==> src/rtl/mips_ctrl_pkg.sv <==
// rtl/mips_ctrl_pkg.sv - shared branch-control constants and state encoding
// Purpose: branch type codes, branch FSM state type and the default counter width.
// Ports: none (package).
package mips_ctrl_pkg;

    localparam logic [1:0] BR_BEZ  = 2'b00;
    localparam logic [1:0] BR_BNE  = 2'b01;
    localparam logic [1:0] BR_JMP  = 2'b10;
    localparam logic [1:0] BR_NONE = 2'b11;

    localparam int CNT_W_DEFAULT = 16;

    typedef enum logic {
        ST_IDLE     = 1'b0,
        ST_REDIRECT = 1'b1
    } bcu_state_t;

endpackage

==> src/rtl/branch_cond_eval.sv <==
// rtl/branch_cond_eval.sv - combinational branch condition and operand-use decode
// Purpose: decides whether a branch is taken and which source registers it reads.
// Ports:
//   br_type   in  2       branch type code
//   reg1      in  DATA_W  value of first source register
//   reg2      in  DATA_W  value of second source register
//   taken     out 1       branch condition holds
//   uses_src1 out 1       branch reads src1
//   uses_src2 out 1       branch reads src2
module branch_cond_eval
    import mips_ctrl_pkg::*;
#(
    parameter int DATA_W = 32
) (
    input  logic [1:0]        br_type,
    input  logic [DATA_W-1:0] reg1,
    input  logic [DATA_W-1:0] reg2,
    output logic              taken,
    output logic              uses_src1,
    output logic              uses_src2
);

    always_comb begin
        taken     = 1'b0;
        uses_src1 = 1'b0;
        uses_src2 = 1'b0;
        case (br_type)
            BR_BEZ: begin
                taken     = (reg1 == '0);
                uses_src1 = 1'b1;
            end
            BR_BNE: begin
                taken     = (reg1 != reg2);
                uses_src1 = 1'b1;
                uses_src2 = 1'b1;
            end
            BR_JMP: begin
                taken     = 1'b1;
            end
            default: begin
                taken     = 1'b0;
            end
        endcase
    end

endmodule

==> src/rtl/branch_control_unit.sv <==
// rtl/branch_control_unit.sv - ID-stage branch resolution, hazard stall and redirect
// Purpose: stalls branches whose operands are still in flight in EX/MEM, resolves
//   them, and issues a one-cycle PC redirect plus IF/ID flush for taken branches.
// Ports:
//   clk, rst                    clock, synchronous active-high reset
//   id_valid, id_br_type        ID instruction valid and branch type
//   id_src1, id_src2            branch source registers
//   reg1, reg2                  register-file values of the sources
//   id_br_target                computed branch target
//   ex_wb_en, ex_dest           EX-stage writer
//   mem_wb_en, mem_dest         MEM-stage writer
//   stall                       freeze front end (combinational)
//   pc_sel, flush               redirect PC / squash IF/ID (one cycle)
//   br_target                   latched branch target
//   taken_cnt, stall_cnt        saturating performance counters
module branch_control_unit
    import mips_ctrl_pkg::*;
#(
    parameter int DATA_W = 32,
    parameter int REG_AW = 5,
    parameter int CNT_W  = CNT_W_DEFAULT
) (
    input  logic              clk,
    input  logic              rst,
    input  logic              id_valid,
    input  logic [1:0]        id_br_type,
    input  logic [REG_AW-1:0] id_src1,
    input  logic [REG_AW-1:0] id_src2,
    input  logic [DATA_W-1:0] reg1,
    input  logic [DATA_W-1:0] reg2,
    input  logic [DATA_W-1:0] id_br_target,
    input  logic              ex_wb_en,
    input  logic [REG_AW-1:0] ex_dest,
    input  logic              mem_wb_en,
    input  logic [REG_AW-1:0] mem_dest,
    output logic              stall,
    output logic              pc_sel,
    output logic              flush,
    output logic [DATA_W-1:0] br_target,
    output logic [CNT_W-1:0]  taken_cnt,
    output logic [CNT_W-1:0]  stall_cnt
);

    bcu_state_t state, state_nxt;

    logic is_branch;
    logic cond_taken;
    logic uses_src1;
    logic uses_src2;
    logic hazard;
    logic resolve_taken;

    branch_cond_eval #(
        .DATA_W (DATA_W)
    ) u_cond (
        .br_type   (id_br_type),
        .reg1      (reg1),
        .reg2      (reg2),
        .taken     (cond_taken),
        .uses_src1 (uses_src1),
        .uses_src2 (uses_src2)
    );

    // Register 0 is hardwired, so a pending write to it never blocks a read.
    // WB writers are not checked: the register file writes before it is read.
    function automatic logic src_hazard(input logic [REG_AW-1:0] src);
        return (src != '0) &&
               ((ex_wb_en && (ex_dest == src)) || (mem_wb_en && (mem_dest == src)));
    endfunction

    assign is_branch = id_valid && (id_br_type != BR_NONE);
    assign hazard    = (uses_src1 && src_hazard(id_src1)) ||
                       (uses_src2 && src_hazard(id_src2));

    always_comb begin
        state_nxt     = state;
        stall         = 1'b0;
        pc_sel        = 1'b0;
        flush         = 1'b0;
        resolve_taken = 1'b0;
        case (state)
            ST_IDLE: begin
                if (is_branch && hazard) begin
                    stall = 1'b1;
                end else if (is_branch && cond_taken) begin
                    resolve_taken = 1'b1;
                    state_nxt     = ST_REDIRECT;
                end
            end
            ST_REDIRECT: begin
                // The instruction now in ID is wrong-path and is being flushed.
                pc_sel    = 1'b1;
                flush     = 1'b1;
                state_nxt = ST_IDLE;
            end
            default: state_nxt = ST_IDLE;
        endcase
    end

    always_ff @(posedge clk) begin
        if (rst) begin
            state     <= ST_IDLE;
            br_target <= '0;
            taken_cnt <= '0;
            stall_cnt <= '0;
        end else begin
            state <= state_nxt;
            if (resolve_taken) begin
                br_target <= id_br_target;
                if (taken_cnt != '1) taken_cnt <= taken_cnt + 1'b1;
            end
            if (stall && (stall_cnt != '1)) stall_cnt <= stall_cnt + 1'b1;
        end
    end

endmodule
==> config.mk <==
export PLATFORM = sky130hd
export DESIGN_NAME = branch_control_unit
export DESIGN_NICKNAME = d
export VERILOG_FILES = /design/src/rtl/mips_ctrl_pkg.sv /design/src/rtl/branch_cond_eval.sv /design/src/rtl/branch_control_unit.sv
export SDC_FILE = /design/constraint.sdc
export NUM_CORES = 1
export LEC_CHECK = 0
export BUFFER_PORTS_ARGS = -buffer_cell sky130_fd_sc_hd__buf_2
export CORE_UTILIZATION = 49
export DETAILED_ROUTE_END_ITERATION = 8
export HOLD_SLACK_MARGIN = 0.06
export PLACE_DENSITY_LB_ADDON = 0.3
export SLEW_MARGIN = 20
export SYNTH_ARGS = -nofsm -noshare
export SYNTH_HDL_FRONTEND = slang
export SYNTH_SLANG_ARGS = --single-unit
export TNS_END_PERCENT = 30
==> constraint.sdc <==
create_clock -name clk -period 4.5 [get_ports clk]
set_input_delay 0.45 -clock clk [delete_from_list [all_inputs] [get_ports clk]]
set_output_delay 0.45 -clock clk [all_outputs]
set_load 0.05 [all_outputs]
== After elaboration in Yosys (flattened, before gate mapping) ==
Cells that the tools add are included.

* Add/subtract/negate cells: 2
* Equal/unequal tests: 10
* Mux-type cells: 10
* Bitwise gates (word level): 1
* Reduce and logical (&&, ||, !) cells: 21

{| class="wikitable"
|+ Operators with widths
! kind !! count
|-
| $add A16 B1 Y16 const B || 2
|-
| $logic_not A32 Y1 || 1
|-
| $ne A16 B16 Y1 const B || 2
|-
| $ne A32 B32 Y1 || 1
|-
| $eq A5 B5 Y1 || 4
|-
| $logic_and A1 B1 Y1 || 12
|-
| $reduce_bool A5 Y1 || 2
|-
| $mux W1 || 8
|-
| $logic_or A1 B1 Y1 || 3
|-
| $pmux W1 S3 || 1
|-
| $eq A2 B1 Y1 const B || 1
|-
| $eq A2 B2 Y1 const B || 1
|-
| $logic_not A2 Y1 || 1
|-
| $ne A2 B2 Y1 const B || 1
|-
| $pmux W1 S2 || 1
|-
| $reduce_and A2 Y1 || 1
|-
| $reduce_or A2 Y1 || 1
|-
| $not A1 Y1 || 1
|}

* Bits in registers: 65
* Bits of input ports: 123
* Output and inout port bits: 67
* Logic and storage cells: 48

== Logic depth before layout (Yosys ltp) ==
* Word-level depth: 10
* Gate-level depth with buffers: 9
* Gate-level depth less buffers: 7

== By module ==
From an unflattened synthesis, not the netlist that was laid out.

* Cells, all modules: 426
* Area, all modules: 3,434.5 um^2

{| class="wikitable"
|+ Modules (own cells, without submodules)
! module !! instances !! cells an instance !! area an instance (um^2) !! sequential area each (um^2)
|-
| branch_control_unit || 1 || 368 || 2,991.6 || 1,301.2
|-
| branch_cond_eval || 1 || 58 || 442.9 || 0.0
|}

== Worst setup path after synthesis ==
Ideal clock, no wire load.

* Kind: reg2reg
* Start: reg stall_cnt[4]
* End: reg stall_cnt[14]
* Setup time: 0.071 ns
* Arrival time: 2.317 ns
* Data required time: 4.429 ns
* Slack: 2.113 ns
* Stages on the path, launching flop included: 9
* Buffers on the path: 1
* Period minus slack after synthesis: 2.387 ns
* Path through: dfxtp_1 and3_1 and3_1 nand2_2 nor2_1 or4b_1 clkbuf_2 or4_1 a21oi_1

* Longest elaborated chain between the ends: 2
* Elaborated cells between the ends (all ways): 3
* Those cells by class: 1 x add/sub; 1 x eq/ne; 1 x reduce/logical

{| class="wikitable"
|+ RTL lines
! element !! line !! RTL
|-
| start: declaration || branch_control_unit.sv:41 || <nowiki>output logic [CNT_W-1:0] stall_cnt</nowiki>
|-
| start signal: assignment || branch_control_unit.sv:112 || <nowiki>if (stall && (stall_cnt != '1)) stall_cnt <= stall_cnt + 1'b1;</nowiki>
|-
| parallel branches: the longest is 2 deep, another holds $add A16 B1 Y16 || n/a ||
|}

Several ways; the timed one is not identified.
A chain may end at the register's enable or synchronous reset.

== Final worst setup path ==
* Start: in reg1[0]
* End: reg br_target[26]

* Longest elaborated chain between the ends: 6
* Elaborated cells between the ends (all ways): 7
* Those cells by class: 1 x eq/ne; 4 x mux; 2 x reduce/logical

{| class="wikitable"
|+ RTL lines
! element !! line !! RTL
|-
| start: declaration || branch_control_unit.sv:29 || <nowiki>input logic [DATA_W-1:0] reg1,</nowiki>
|-
| $ne A32 B32 Y1 / $logic_not A32 Y1 (equally long branches) || branch_cond_eval.sv:33, branch_cond_eval.sv:29 ||
|-
| $pmux W1 S3 (*) || branch_cond_eval.sv:27 || <nowiki>case (br_type)</nowiki>
|-
| $logic_and A1 B1 Y1 (*) || branch_control_unit.sv:85 || <nowiki>end else if (is_branch && cond_taken) begin</nowiki>
|-
| $mux W1 (*) || branch_control_unit.sv:85 ||
|-
| $mux W1 (*) || branch_control_unit.sv:83 || <nowiki>if (is_branch && hazard) begin</nowiki>
|-
| $mux W1 (*) || branch_control_unit.sv:81 || <nowiki>case (state)</nowiki>
|-
| end signal: assignment || branch_control_unit.sv:109 || <nowiki>br_target <= id_br_target;</nowiki>
|-
| end: declaration || branch_control_unit.sv:39 || <nowiki>output logic [DATA_W-1:0] br_target,</nowiki>
|}

Mark *: on every way between the ends. The rest lies on a longest branch, timed or not.

==> results.cfg <==
[outcome]
status = completed

[die]
core_area_um2 = 6870
dieWidth_um = 87.0
ioPinCount = 190
start_util_pct = 51.5
die_height_um = 87.0
rows = 30
dieArea_um2 = 7560

[placed_design]
gp_congestion = 0.806
port_buffers = 189
dpl_worst_slack_ns = 1.39
dp_hpwl_mm = 7.58

[synthesis]
synth_compound_area_share_pct = 6.08
synth-seq-cells = 65
synthMuxAreaShare_pct = 12.8
syn_inst = 399
synthAdderAreaFrac_pct = 0.707
avgSynthCellArea_um2 = 8.87
ys.warnings.count = 0
synth_simple_gate_area_share_pct = 25.2
ys_types = 45
synth_edf_count = 0
postSynthNetCount = 524
syn-cell-area_um2 = 3540
ys.flop_type = dfxtp_1
synth.yosys.seq_area_share_pct = 36.8
synth_top_family_by_area = simple AND/OR/NAND/NOR gates
synthArstFlopShare_pct = 0
synth-xor-area-share_pct = 15.6

[power_and_ir_drop]
sequentialPowerShare_pct = 46.0
power_switching_mw = 0.399
power.density_cell_area_nw_per_um2 = 275
pwr-share-comb_pct = 19.8
p_clk_share_pct = 34.3
peakVddDrop_v = 0.000284
p_int_mw = 0.901
p_sw_share_pct = 30.7
power.leakage_nw = 2.10

[timing]
min_period_over_period_pct = 60.7
fmax_ghz = 0.366
finalSetupViolations = 0
worst_slack_ns = 1.77
drv_slew = 0
clock_skew_ns = 0.00790
slew_headroom_pct = 30.5
layout_min_cycle_time_ns = 2.73
grt_setup_unrepaired = no
tightest_slew_ns = 1.04
setup_tns_ns = 0
hold_viol_final = 0

[setup_path]
cp-end-kind = flip-flop
arrival_ns = 2.95
path_class = in2reg
startpoint_type = input port
crit_required_ns = 4.71
critPathMaxFanout = 21

[cells_and_area]
nFillCells = 583
layout_commonest_cell = buf_2
syn2layout_area_growth_pct = 33.8
antennaDiodeCount = 0
nets = 708
final_cell_mix = buf_2 (189), dfxtp_1 (65), nor2_1 (62)
layout-drive-gt1-share_pct = 37.8

[drt]
first_iter_violations = 147
postRouteAntennaNets = 0
wire_per_inst_um = 14.1
dr_total_vias = 3580
dr.pass1.iters = 4
drc_errors = 0
via_per_inst = 5.23
wl_mm = 9.67

[worst_hold_path]
hold_path_class = in2reg

[clock_network]
cts.sinks = 65
cts_setup_buffers = 0
path_clk_slew_ns = 0.08
cts_tree = done
clkLatencyLatePin_ns = 0.33
cts_buffer_depth = 2
ctsResizeCount = 0
htree_levels = 3
holdBufCountCts = 0
cts-root-buf = clkbuf_8
numCtsBuffers = 9

[grt]
top_usage_layer = met2
antenna_found_initial = 0
grt_remaining_overflow = 0
first_global_vias = 3432
met1_usage_pct = 27.3
grt_max_degree = 41
grt.met3_usage_pct = 6.26
grt_pass1_wl_mm = 15.0
track_usage_pct = 25.2
grt_util_met2_pct = 46.6

[run]
maxCapViolations = 0
==> sequential cells by signal (all words and copies together) (netlist names) <==
name,cells
br_target,32
taken_cnt,16
stall_cnt,16
state,1
==> synth_stat cells, drive strengths merged (2+ instances only) <==
library cell | n | area share (%)
and3 | 9 | 1.6
a41o | 2 | 0.57
nor3 | 3 | 0.42
nand3b | 2 | 0.42
nand4b | 3 | 0.74
nand2b | 3 | 0.53
or4 | 2 | 0.42
mux2 | 10 | 3.2
a21oi | 9 | 1.3
xnor2 | 61 | 15
and4 | 4 | 0.99
o22ai | 2 | 0.53
clkbuf | 13 | 1.4
buf | 6 | 0.92
nand2 | 13 | 1.5
xor2 | 2 | 0.50
nor2 | 62 | 6.6
o31ai | 2 | 0.42
a211oi | 2 | 0.42
mux2i | 34 | 9.6
inv | 5 | 0.53
nor2b | 11 | 1.9
o21ai | 4 | 0.57
nand3 | 9 | 1.3
nor4 | 20 | 3.5
dfxtp | 65 | 37
nand4 | 22 | 3.9
ha | 2 | 0.71
and2 | 5 | 0.88
==> path summary, 6_finish.rpt <==
check	start	to	slack, ns	cells after the start
worst max-delay path	reg1[0]	br_target[26]	1.77	9
worst min-delay path	id_br_target[5]	br_target[5]	0.35	3
worst min register to register	br_target[7]	br_target[7]	0.49	2
worst max register to register	state	br_target[26]	1.80	5
==> through the flow <==
stage	hold slack, ns	power (mW)	cells	util, %	instance area (µm²)
4_1_cts	0.333	1.31	684	68.9	4730
3_5_place_dp	0.477	0.868	668	66.3	4560
2_1_floorplan	0.597	0.766	399	-	3540
5_1_grt	0.341	1.36	684	68.9	4730
6_report	0.349	1.30	684	68.9	4730
3_3_place_gp	0.467	0.862	668	66.3	4560
==> kinds of logic after synthesis <==
| kind of cell | after synthesis |
|---|---|
| multiplexers | 44 |
| AO/OA/AOI/OAI | 31 |
| XOR/XNOR | 63 |
| AND/OR/NAND/NOR | 170 |
| flip-flops | 65 |
| buffers and inverters | 24 |
| adder cells (fa/ha/maj) | 2 |
==> worst max-delay path: stages <==
cell and delay, ns:
buf_2 0.11, nor4_1 0.36, nand4_1 0.13, nor2_1 0.11
o21bai_1 0.12, a211oi_4 0.90, buf_4 0.45, mux2i_1 0.24
nor2_1 0.06
==> area by class of cell <==
| cell class | instances | area, µm² | area share (%) |
|---|---|---|---|
| multi-input combinational | 310 | 2150 | 45.4 |
| sequential | 65 | 1300 | 27.5 |
| timing repair buffer | 192 | 968 | 20.5 |
| clock buffer | 9 | 124 | 2.62 |
| tap | 96 | 120 | 2.54 |
| clock inverter | 7 | 53.8 | 1.14 |
| inverter | 5 | 18.8 | 0.397 |
==> power groups by stage <==
| stage | registers (mW) | logic, mW | clock network (mW) |
|---|---|---|---|
| finish | 0.598 | 0.257 | 0.446 |
| global route | 0.600 | 0.277 | 0.483 |
| CTS | 0.598 | 0.258 | 0.458 |
| detailed placement | 0.611 | 0.258 | 0 |
| global placement | 0.610 | 0.252 | 0 |
| floorplan | 0.662 | 0.104 | 0 |
==> layer usage <==
layer / wire length, µm / part of all wire, % / up-vias
li1: - / - / 1782
met1: 3850 / 40 / 1635
met2: 4940 / 51 / 145
met3: 728 / 7.5 / 18
met4: 153 / 1.6 / 0
met5: 0 / 0 / -
(Power assumes the default switching activity.)
